==> config.mk <==
export PLATFORM = sky130hd
export DESIGN_NAME = i2c_reg_sequencer
export DESIGN_NICKNAME = d
export VERILOG_FILES = /design/src/rtl/i2c_reg_sequencer.sv
export SDC_FILE = /design/constraint.sdc
export NUM_CORES = 1
export LEC_CHECK = 0
export BUFFER_PORTS_ARGS = -buffer_cell sky130_fd_sc_hd__buf_4
export CORE_MARGIN = 2
export CORE_UTILIZATION = 30
export DETAILED_ROUTE_END_ITERATION = 16
export GPL_ROUTABILITY_DRIVEN = 0
export PLACE_DENSITY = 0.47
export SYNTH_ARGS = -nofsm -noshare
export SYNTH_HDL_FRONTEND = slang
export SYNTH_SLANG_ARGS = --single-unit
==> constraint.sdc <==
create_clock -name clock -period 2.7 [get_ports clock]
set_clock_uncertainty 0.15 [all_clocks]
set_input_delay 0.27 -clock clock [delete_from_list [all_inputs] [get_ports clock]]
set_output_delay 0.27 -clock clock [all_outputs]
set_load 0.005 [all_outputs]
==> src/rtl/i2c_reg_sequencer.sv <==
// Sequences I2C controller commands for one register write or read.
// Define I2C_SEQ_TIMEOUT_EN to build in the per-command Ack watchdog.
module i2c_reg_sequencer #(
  parameter int TIMEOUT_CYCLES = 65535
) (
  input  logic        clock,
  input  logic        reset,
  input  logic        Start,
  input  logic        Op,
  input  logic [6:0]  DevAddr,
  input  logic [7:0]  RegAddr,
  input  logic [7:0]  WrData,
  output logic        Busy,
  output logic        Done,
  output logic        Nack,
  output logic        Timeout,
  output logic [7:0]  RdData,
  output logic        I2C_Write,
  output logic        I2C_Read,
  output logic [12:0] I2C_DataIn,
  input  logic [10:0] I2C_DataOut,
  input  logic        I2C_Ack
);

  typedef enum logic [1:0] {
    S_IDLE, S_WAIT, S_GAP, S_DONE
  } state_e;

  typedef enum logic [3:0] {
    P_CLR, P_DEV, P_REG, P_DATA, P_TX, P_STAT,
    P_CLR2, P_DEVR, P_RXN, P_RX, P_RDD, P_FIN
  } step_e;

  state_e      state_q;
  step_e       step_q;
  step_e       nxt_d;
  step_e       iss_step;
  logic        op_q;
  logic [6:0]  dev_q;
  logic [7:0]  reg_q;
  logic [7:0]  wd_q;
  logic        busy_q;
  logic        done_q;
  logic        nack_q;
  logic [7:0]  rd_q;
  logic        wr_q;
  logic        rds_q;
  logic [12:0] din_q;
  logic        iss_wr_d;
  logic        iss_rd_d;
  logic [12:0] iss_din_d;
  logic        wd_hit;
  logic        unused_ok;

  assign unused_ok = ^{I2C_DataOut[9:8], TIMEOUT_CYCLES == 0};

  always_comb begin
    nxt_d = P_FIN;
    case (step_q)
      P_CLR:   nxt_d = P_DEV;
      P_DEV:   nxt_d = P_REG;
      P_REG:   nxt_d = op_q ? P_TX : P_DATA;
      P_DATA:  nxt_d = P_TX;
      P_TX:    nxt_d = P_STAT;
      P_STAT:  nxt_d = (op_q && !I2C_DataOut[10]) ? P_CLR2 : P_FIN;
      P_CLR2:  nxt_d = P_DEVR;
      P_DEVR:  nxt_d = P_RXN;
      P_RXN:   nxt_d = P_RX;
      P_RX:    nxt_d = P_RDD;
      default: nxt_d = P_FIN;
    endcase
  end

  // Status reads carry no command bits, so their data word stays zero.
  always_comb begin
    iss_step  = (state_q == S_IDLE) ? P_CLR : step_q;
    iss_wr_d  = 1'b1;
    iss_rd_d  = 1'b0;
    iss_din_d = '0;
    case (iss_step)
      P_CLR, P_CLR2: iss_din_d = 13'h100;
      P_DEV:         iss_din_d = {5'b00010, dev_q, 1'b0};
      P_DEVR:        iss_din_d = {5'b00010, dev_q, 1'b1};
      P_REG:         iss_din_d = {5'b00010, reg_q};
      P_DATA:        iss_din_d = {5'b00010, wd_q};
      P_TX:          iss_din_d = 13'h400;
      P_RXN:         iss_din_d = 13'h1001;
      P_RX:          iss_din_d = 13'h800;
      default: begin
        iss_wr_d = 1'b0;
        iss_rd_d = 1'b1;
      end
    endcase
  end

`ifdef I2C_SEQ_TIMEOUT_EN
  logic [31:0] wd_cnt_q;
  logic        tmo_q;
  logic        issue;

  assign issue  = (state_q == S_IDLE && Start) ||
                  (state_q == S_GAP && step_q != P_FIN);
  assign wd_hit = (state_q == S_WAIT) && !I2C_Ack &&
                  (wd_cnt_q == 32'(TIMEOUT_CYCLES - 1));

  always_ff @(posedge clock) begin
    if (reset) begin
      wd_cnt_q <= '0;
      tmo_q    <= 1'b0;
    end else begin
      if (issue)
        wd_cnt_q <= '0;
      else if (state_q == S_WAIT && !I2C_Ack)
        wd_cnt_q <= wd_cnt_q + 32'd1;
      if (state_q == S_IDLE && Start)
        tmo_q <= 1'b0;
      else if (wd_hit)
        tmo_q <= 1'b1;
    end
  end

  assign Timeout = tmo_q;
`else
  assign wd_hit  = 1'b0;
  assign Timeout = 1'b0;
`endif

  always_ff @(posedge clock) begin
    if (reset) begin
      state_q <= S_IDLE;
      step_q  <= P_CLR;
      op_q    <= 1'b0;
      dev_q   <= '0;
      reg_q   <= '0;
      wd_q    <= '0;
      busy_q  <= 1'b0;
      done_q  <= 1'b0;
      nack_q  <= 1'b0;
      rd_q    <= '0;
      wr_q    <= 1'b0;
      rds_q   <= 1'b0;
      din_q   <= '0;
    end else begin
      done_q <= 1'b0;
      case (state_q)
        S_IDLE: begin
          if (Start) begin
            op_q    <= Op;
            dev_q   <= DevAddr;
            reg_q   <= RegAddr;
            wd_q    <= WrData;
            busy_q  <= 1'b1;
            nack_q  <= 1'b0;
            step_q  <= P_CLR;
            wr_q    <= iss_wr_d;
            rds_q   <= iss_rd_d;
            din_q   <= iss_din_d;
            state_q <= S_WAIT;
          end
        end
        S_WAIT: begin
          if (I2C_Ack) begin
            wr_q    <= 1'b0;
            rds_q   <= 1'b0;
            din_q   <= '0;
            step_q  <= nxt_d;
            state_q <= S_GAP;
            if (step_q == P_STAT)
              nack_q <= I2C_DataOut[10];
            if (step_q == P_RDD) begin
              nack_q <= I2C_DataOut[10];
              if (!I2C_DataOut[10])
                rd_q <= I2C_DataOut[7:0];
            end
          end else if (wd_hit) begin
            wr_q    <= 1'b0;
            rds_q   <= 1'b0;
            din_q   <= '0;
            nack_q  <= 1'b0;
            done_q  <= 1'b1;
            state_q <= S_DONE;
          end
        end
        S_GAP: begin
          if (step_q == P_FIN) begin
            done_q  <= 1'b1;
            state_q <= S_DONE;
          end else begin
            wr_q    <= iss_wr_d;
            rds_q   <= iss_rd_d;
            din_q   <= iss_din_d;
            state_q <= S_WAIT;
          end
        end
        default: begin
          busy_q  <= 1'b0;
          state_q <= S_IDLE;
        end
      endcase
    end
  end

  assign Busy       = busy_q;
  assign Done       = done_q;
  assign Nack       = nack_q;
  assign RdData     = rd_q;
  assign I2C_Write  = wr_q;
  assign I2C_Read   = rds_q;
  assign I2C_DataIn = din_q;

endmodule

Word level (Yosys, flattened, before mapping). Index checks and enable logic that the tools add are counted.

Bits in registers: 56. Bits in latches: 0. RAM bits: 0. Bits in read-only memories: 0. Bits of input ports: 39. Output and inout port bits: 27. Word-level logic and storage cells: 92. Memories: 0.

$add $sub $neg: 0. $mul: 0. Divide/modulo/power cells: 0. Order comparisons: 0. Equal/unequal tests: 25. Shifts and indexed selects: 0. Muxes and demuxes: 33. Bitwise operators: 3. Reduce and logical (&&, ||, !) cells: 18.

Operators with widths (count): one-hot mux 13 bit (8 select lines) (1); one-hot mux 4 bit (10 select lines) (1); two-way mux 13 bit (3); one-hot mux 13 bit (3 select lines) (1); == test 4 x 3 -> 1 bit (second input constant) (7); == test 4 bit (second input constant) (6); == test 4 x 2 -> 1 bit (second input constant) (4); two-way mux 4 bit (4); two-way mux 1 bit (13); AND reduction 4 bit (3); OR reduction 9 bit (1); == test 4 x 1 -> 1 bit (second input constant) (2); logical NOT 4 bit (2); one-hot mux 4 bit (2 select lines) (1); two-way mux 2 bit (3); != test 2 bit (second input constant) (3); one-hot mux 1 bit (3 select lines) (2); one-hot mux 2 bit (3 select lines) (1); AND reduction 2 bit (3); OR reduction 2 bit (3); one-hot mux 1 bit (2 select lines) (2); two-way mux 3 bit (1); != test 3 bit (second input constant) (1); inverter 1 bit (3); other kinds (8) (8).

Depth between registers and ports, before layout. Gate-level depths: netlist of run 1.

Depth after elaboration: 7. Depth in mapped cells: 9.

Least setup slack after synthesis of run 1. No wires, ideal clock.

Kind: reg2reg. Start: register state_q[0]. End: register din_q[0], in the netlist I2C_DataIn[0]. Library setup time: 133 ps. Arrival: 1722 ps. Required time: 2417 ps. Path slack: 695 ps. Cell stages (with the launch flop): 9. Path buffers: 1. Period minus slack after synthesis: 2005 ps. Cells stage by stage: dfxtp_1 inv_1 ha_1 nor2b_1 nor3_4 nand2_2 buf_6 a222oi_1 a211oi_2.

Longest elaborated chain between the ends: 7. Elaborated cells between the ends (all ways): 23. Those cells by class: 13 x eq/ne; 5 x mux; 5 x reduce/logical.

Ends and longest elaborated chain: from (decl) (RTL line 34) `state_e state_q;`; from (signal assigned) (RTL line 130) `state_q <= S_IDLE;`; from (signal assigned) (RTL line 158) `state_q <= S_WAIT;`; from (signal assigned) (RTL line 167) `state_q <= S_GAP;`; logical NOT 2 bit (RTL line 76, 145); two-way mux 4 bit (RTL line 76) `iss_step = (state_q == S_IDLE) ? P_CLR : step_q;`; == test 4 x 3 -> 1 bit or logical NOT 4 bit (tied branches) (RTL line 80) `case (iss_step)`; OR reduction 2 bit (RTL line 80); one-hot mux 13 bit (8 select lines) (RTL line 80); two-way mux 13 bit (on tied branches) (RTL line 185, 147); one-hot mux 13 bit (3 select lines) (RTL line 145) `case (state_q)`; to (signal assigned) (RTL line 157) `din_q <= iss_din_d;`; to (signal assigned) (RTL line 191) `din_q <= iss_din_d;`; to (decl) (RTL line 48) `logic [12:0] din_q;`.

Several ways; a longest one is shown, not always the timed one. The select of a mux whose other input is x is not followed. A chain may end at the register's enable or synchronous reset.

Worst setup path in the final report of run 1.
Start: register state_q[1]. End: register din_q[11], in the netlist I2C_DataIn[11].

The elaborated chain is that of the path after synthesis.

==> qor.csv, run 1 <==
stage;metric;value;unit
worst_setup_path;crit-path max FO;13;
routing;post-route ant nets;0;
worst_setup_path;CP cell instances;inv_1 > ha_1 > nor2b_1 > nor3_4 > nand2_2 > or4b_1 > a21oi_1;
worst_setup_path;Largest stage delay, worst path;0.55;ns
global_route;grt total ovfl;0;
timing;fmax;430.8;MHz
worst_setup_path;crit path capture type;flip-flop;
cts;CTS Buf Count;5;
cts;Clock Latency Late Sink;0.31;ns
routing;Routed WL per cell;14.22;um
timing;period utilization;85.97;%
power;Power per Cell Area;708.4;nW/um^2
routing;met1 wire length;3092;um
layout;area used by multi-input combinational logic;1266;um^2
job;Max-Cap Viols;0;
worst_setup_path;Reg2Reg Launch Point;state_q[1]$_SDFFE_PP0P_;
routing;DRC;0;
place;IO Port Bufs;62;
synth;Synth Flop Type;dfxtp_1;
synth;number of synthesized flops with an enable pin;0;
cts;Gates resized, CTS repair;0;
cts;CTS H-tree depth;2;
worst_setup_path;Startpoint Class;flip-flop;
timing;total negative slack;0;ns
routing;DR pass1 iterations;7;
floorplanning;die area;9110;um^2
global_route;GR Util All Layers;15.05;%
layout;Layout area overhead;24.64;%
synth;post-synth top area share;44.69;%
routing;metal2 WL;3058;um
cts;Clock Pin Slew Worst Setup and Hold Paths;0.10;ns
synth;largest area contributor in the netlist;dfxtp_1;
cts;post-CTS setup buffer count;0;
routing;1st-iter DRT viols;125;
timing;max-slew violation count;0;
status;status;finished clean;
layout;Filler cells;876;
worst_setup_path;Worst Path Buf+Inv;1;
routing;top routing layer in use;met4;
synth;#FFs+latches synth;56;
synth;share of synthesized registers carrying an async set or reset;0;%
timing;Worst Max-Slew Pin Slew;0.9549;ns
routing;post-DR vias/cell;4.862;
synth;sequential area share after synthesis;44.69;%
timing;min Tclk post-route;2.321;ns
cts;# clock sinks;56;
global_route;largest net degree at the start of global routing;35;
worst_setup_path;Slowest-stage cell, CP;or4b_1;
layout;nets;395;
synth;area of the mapped netlist;2509;um^2
min_path;min-delay src;I2C_DataOut[5];
place;post-DP HPWL;4432;um
synth;top post-synthesis cells by area;dfxtp_1 45%, nand2_1 11%, a21oi_1 7.8%;
power;P_leak;1.244;nW
synth;syn nets;343;
min_path;hold crit path type;input pin to flip-flop;
global_route;initial antenna violation count;0;
worst_setup_path;CP delay by family, top;simple AND/OR/NAND/NOR gates;
floorplanning;io pins;66;
layout;register area;1121;um^2
floorplanning;die height;95.45;um
global_route;first-pass GRT wire length;10640;um
layout;layout cells sized above 1;24.72;%
worst_setup_path;critical path launch point;state_q[1]$_SDFFE_PP0P_;
floorplanning;Initial Util;30.69;%
cts;clk root buf;clkbuf_8;
worst_setup_path;Worst Setup Path Type;flip-flop to flip-flop;
routing;via count;2222;
floorplanning;Horiz. Die Dim;95.45;um
worst_setup_path;arrival time worst endpoint;2.43;ns
cts;CTS tree;built;
floorplanning;std cell rows;33;
timing;setup violators final;0;
synth;Synth cell types;46;
cts;# hold bufs at CTS;0;
layout;# diodes;0;
routing;met3 wire length;263;um
synth;Post-Synthesis Cells;299;
timing;RSZ-0062 raised after global routing;no;
worst_setup_path;Worst EP required;2.80;ns
timing;final hold viol count;0;
routing;drt total wl;6498;um
global_route;vias in the first global route;2073;
synth;syn avg cell area;8.390;um^2
cts;Max Root-Sink Buffers;2;
timing;Relative slew margins;36.34;%
power;VDD IR-drop max;267.6;uV
layout;Finished Core Util;38.25;%
floorplanning;CORE AREA;8175;um^2
synth;Syn. warnings;0;
[metrics by stage]
step / hold WS [ns] / std cells / instance area [um^2] / power (mW) / setup slack (ns)
floorplan: 0.2560 / 299 / 2509 / 1.530 / 0.6951
global route: 0.02398 / 457 / 3127 / 2.377 / 0.1770
CTS: 0.02764 / 457 / 3127 / 2.250 / 0.3717
global placement: 0.2934 / 449 / 3037 / 1.761 / 0.4378
finish: 0.03424 / 457 / 3127 / 2.215 / 0.3789
detailed placement: 0.2967 / 449 / 3037 / 1.769 / 0.4027
[final timing paths]
path | to | slack [ns] | cells after the start
worst min register to register | I2C_DataIn[8]$_SDFFE_PP0P_ | 0.31 | 2
worst max-delay path | I2C_DataIn[11]$_SDFFE_PP0P_ | 0.38 | 7
worst max register to register | I2C_DataIn[11]$_SDFFE_PP0P_ | 0.38 | 7
worst min-delay path | RdData[5]$_SDFFE_PP0P_ | 0.03 | 3
[synth_stat cells (2+ instances only)]
library cell,number
nand2_1,71
dfxtp_1,56
a21oi_1,39
nor2_1,28
clkbuf_1,14
mux2i_1,9
a222oi_1,8
o31ai_1,8
nor2b_1,6
ha_1,5
buf_2,4
inv_1,4
buf_4,3
o21ai_0,3
a211oi_1,2
a22oi_1,2
and2_1,2
and3_1,2
nand2_2,2
nand4b_1,2
nor3_4,2
o221ai_1,2
or3_1,2
[flip-flops by register name (all words and copies together), names as in the netlist]
signal and count:
step_q 4, RdData 8, I2C_DataIn 13, op_q 1, I2C_Write 1, Busy 1, wd_q 8, reg_q 8
Done 1, state_q 2, Nack 1, dev_q 7, I2C_Read 1
[report_power, final]
group	switching, mW	total [mW]	internal (mW)
Clock	0.295	0.480	0.185
Sequential	0.0728	1.01	0.932
Combinational	0.449	0.730	0.281
[area by class of cell]
type                            instances  share of cell area (%)
Clock buffer                            5                   2.201
Timing Repair Buffer                   67                   16.09
Inverter                                4                  0.4802
Multi-Input combinational cell        217                   40.50
Sequential cell                        56                   35.85
Tap cell                              105                   4.202
Clock inverter                          3                  0.6803
[layout by cell type (no fill, tap or decap), types with 3 or more instances in the layout]
cell type	count
nand2_1	71
buf_4	67
dfxtp_1	56
a21oi_1	39
nor2_1	28
mux2i_1	9
a222oi_1	8
o31ai_1	8
nor2b_1	6
ha_1	5
clkbuf_8	5
inv_1	4
o21ai_0	3
[cells by family after synthesis]
group           synth area share (%)
simple gates                   25.84
compound gates                 17.96
flops                          44.69
buf+inv                        4.838
mux                            4.040
fa+ha+maj                      2.494
other cells                   0.1495
[worst reg2reg max path: stages (launching register included)]
cell and delay, ns:
dfxtp_1 0.42, inv_1 0.10, ha_1 0.29, nor2b_1 0.22, nor3_4 0.18, nand2_2 0.20, or4b_1 0.55, a21oi_1 0.15
[routing by layer]
metal  vias up  track usage [%]
met1      1037            20.59
li1       1130                -
met3         7            2.767
met5         -                0
met2        48            24.06
met4         0            4.643
No activity file was read; power rests on OpenSTA's default activity.
==> inputs of run 2 (changes only) <==
--- a/config.mk
+++ b/config.mk
@@ -10,7 +10,7 @@
 export CORE_UTILIZATION = 30
 export DETAILED_ROUTE_END_ITERATION = 16
 export GPL_ROUTABILITY_DRIVEN = 0
-export PLACE_DENSITY = 0.47
+export PLACE_DENSITY = 0.49
 export SYNTH_ARGS = -nofsm -noshare
 export SYNTH_HDL_FRONTEND = slang
 export SYNTH_SLANG_ARGS = --single-unit
==> constraint.sdc (replaced) <==
create_clock -name clock -period 1.9 [get_ports clock]
set_clock_uncertainty 0.15 [all_clocks]
set_input_delay 0.19 -clock clock [delete_from_list [all_inputs] [get_ports clock]]
set_output_delay 0.19 -clock clock [all_outputs]
set_load 0.005 [all_outputs]
==> qor.csv, run 2 (synthesis gave the netlist of run 1 again) <==
stage;metric;value;unit
global_route;initial antenna violation count;0;
timing;final hold viol count;0;
min_path;Hold Path Stages;3;
floorplanning;CORE AREA;8175;um^2
global_route;grt total ovfl;0;
cts;CTS Buf Count;5;
global_route;first-pass GRT wire length;10610;um
power;Comb pwr share;43.7;%
floorplanning;std cell rows;33;
routing;via count;2457;
layout;Finished Core Util;47.21;%
cts;CTS tree;built;
cts;clk root buf;clkbuf_8;
cts;CTS H-tree depth;2;
global_route;largest net degree at the start of global routing;34;
power;Power per Cell Area;975.0;nW/um^2
job;Max-Cap Viols;0;
global_route;vias in the first global route;2195;
layout;max reg flops;13;
routing;post-route ant nets;0;
layout;layout cells sized above 1;34.13;%
power;Net Switching;1.256;mW
timing;max-slew violation count;0;
timing;fmax;540.5;MHz
global_route;GR Util All Layers;15.02;%
layout;most common cell after layout, fill and taps aside;buf_4;
cts;Clock Pin Slew Worst Setup and Hold Paths;0.10;ns
power;Internal Power;2.508;mW
worst_setup_path;crit path capture type;flip-flop;
power;P_leak;1.586;nW
worst_setup_path;RR Endpoint;I2C_DataIn[7]$_SDFFE_PP0P_;
min_path;hold crit path type;input pin to flip-flop;
timing;RSZ-0062 raised after global routing;yes;
timing;worst hold slack;0.1041;ns
timing;total negative slack;0;ns
power;clock power share;18.4;%
worst_setup_path;Reg2Reg Launch Point;state_q[0]$_SDFFE_PP0P_;
floorplanning;Horiz. Die Dim;95.45;um
cts;Max Root-Sink Buffers;2;
worst_setup_path;Startpoint Class;flip-flop;
cts;Clock Latency Late Sink;0.31;ns
status;status;finished clean;
layout;# diodes;0;
layout;nets;462;
floorplanning;die height;95.45;um
timing;setup violators final;0;
power;VDD IR-drop max;339.7;uV
min_path;Hold Path Sink;Busy$_SDFFE_PP0P_;
timing;period utilization;97.38;%
worst_setup_path;arrival time worst endpoint;1.89;ns
place;IO Port Bufs;62;
power;fraction of power spent switching nets;33.36;%
power;Power, Total;3.763;mW
floorplanning;io pins;66;
layout;Layout area overhead;53.87;%
worst_setup_path;Register-to-Register Path Depth;9;
routing;1st-iter DRT viols;100;
routing;Routed WL per cell;12.79;um
routing;DRC;0;
worst_setup_path;Worst R2R Setup Slack;0.05;ns
layout;commonest cells after routing, fill and taps aside;94 x buf_4, 71 x nand2_1, 54 x dfxtp_1;
timing;min Tclk post-route;1.850;ns
place;post-DP HPWL;4609;um
worst_setup_path;crit-path max FO;9;
routing;DR pass1 iterations;4;
cts;# clock sinks;56;
min_path;min-delay src;Start;
worst_setup_path;Worst Setup Path Type;flip-flop to flip-flop;
floorplanning;die area;9110;um^2
routing;post-DR vias/cell;4.689;
routing;drt total wl;6702;um
floorplanning;Initial Util;30.69;%
worst_setup_path;Worst EP required;1.94;ns
power;Sequential Power Share;37.8;%
## run 2: timing repair
action / 4_1_cts / 5_1_grt
gates cloned: 1 / 0
pin swaps: 6 / 14
buffers inserted: 1 / 2
hold endpoints to repair: 32 / 0
resized for setup: 12 / 14
hold buffers: 32 / 0
setup endpoints to repair: 10 / 17
## run 2: how the worst max path moves through the flow
stage / from / endpoint / slack [ns] / depth (start not counted)
3_5_place_dp: state_q[1]$_SDFFE_PP0P_ / I2C_DataIn[7]$_SDFFE_PP0P_ / -0.06 / 8
6_report: state_q[0]$_SDFFE_PP0P_ / I2C_DataIn[7]$_SDFFE_PP0P_ / 0.05 / 9
3_3_place_gp: state_q[1]$_SDFFE_PP0P_ / I2C_DataIn[7]$_SDFFE_PP0P_ / -0.03 / 8
4_1_cts: state_q[1]$_SDFFE_PP0P_ / I2C_DataIn[7]$_SDFFE_PP0P_ / -0.02 / 8
2_1_floorplan: state_q[0]$_SDFFE_PP0P_ / I2C_DataIn[11]$_SDFFE_PP0P_ / 0.005 / 7
5_1_grt: state_q[0]$_SDFFE_PP0P_ / I2C_DataIn[5]$_SDFFE_PP0P_ / -0.04 / 8
## run 2: stage by stage
stage	instance area [um^2]	setup WS (ns)	cells
after floorplan	2524	0.005106	299
after global placement	3304	-0.02902	481
after detailed placement	3304	-0.06149	481
after CTS	3797	-0.01904	523
after global routing	3860	-0.04323	524
final	3860	0.04982	524
## run 2: power by group through the flow
stage | combinational, mW | clock, mW | sequential (mW)
floorplan | 0.770 | 0 | 1.44
global placement | 1.35 | 0 | 1.44
detailed placement | 1.35 | 0 | 1.45
CTS | 1.59 | 0.735 | 1.42
global route | 1.81 | 0.777 | 1.44
finish | 1.64 | 0.694 | 1.42
## run 2: per-layer routing
metal / up-vias / part of all wire, % / global-route usage (%) / wire length [um]
met2: 52 / 47 / 23.42 / 3134
met1: 1130 / 47 / 21.38 / 3155
li1: 1269 / - / - / -
met4: 0 / 1.0 / 3.929 / 68
met5: - / 0 / 0 / 0
met3: 6 / 5.1 / 2.688 / 344
## run 2: worst max-delay path: stages, from the launching register on
cell	delay, ns
dfxtp_2	0.35
inv_2	0.07
buf_4	0.13
ha_4	0.14
nand2_1	0.05
or3_4	0.38
nand4b_1	0.16
buf_6	0.13
buf_12	0.11
o31ai_1	0.07
## run 2: area by class of cell
cell class                      count  area, um^2
Tap cell                          105       131.4
Fill cell                         838        4315
Inverter                            4       17.52
Clock buffer                        6       82.58
Sequential cell                    56        1124
Clock inverter                      2       13.76
Timing Repair Buffer              134        1127
Multi-Input combinational cell    217        1364
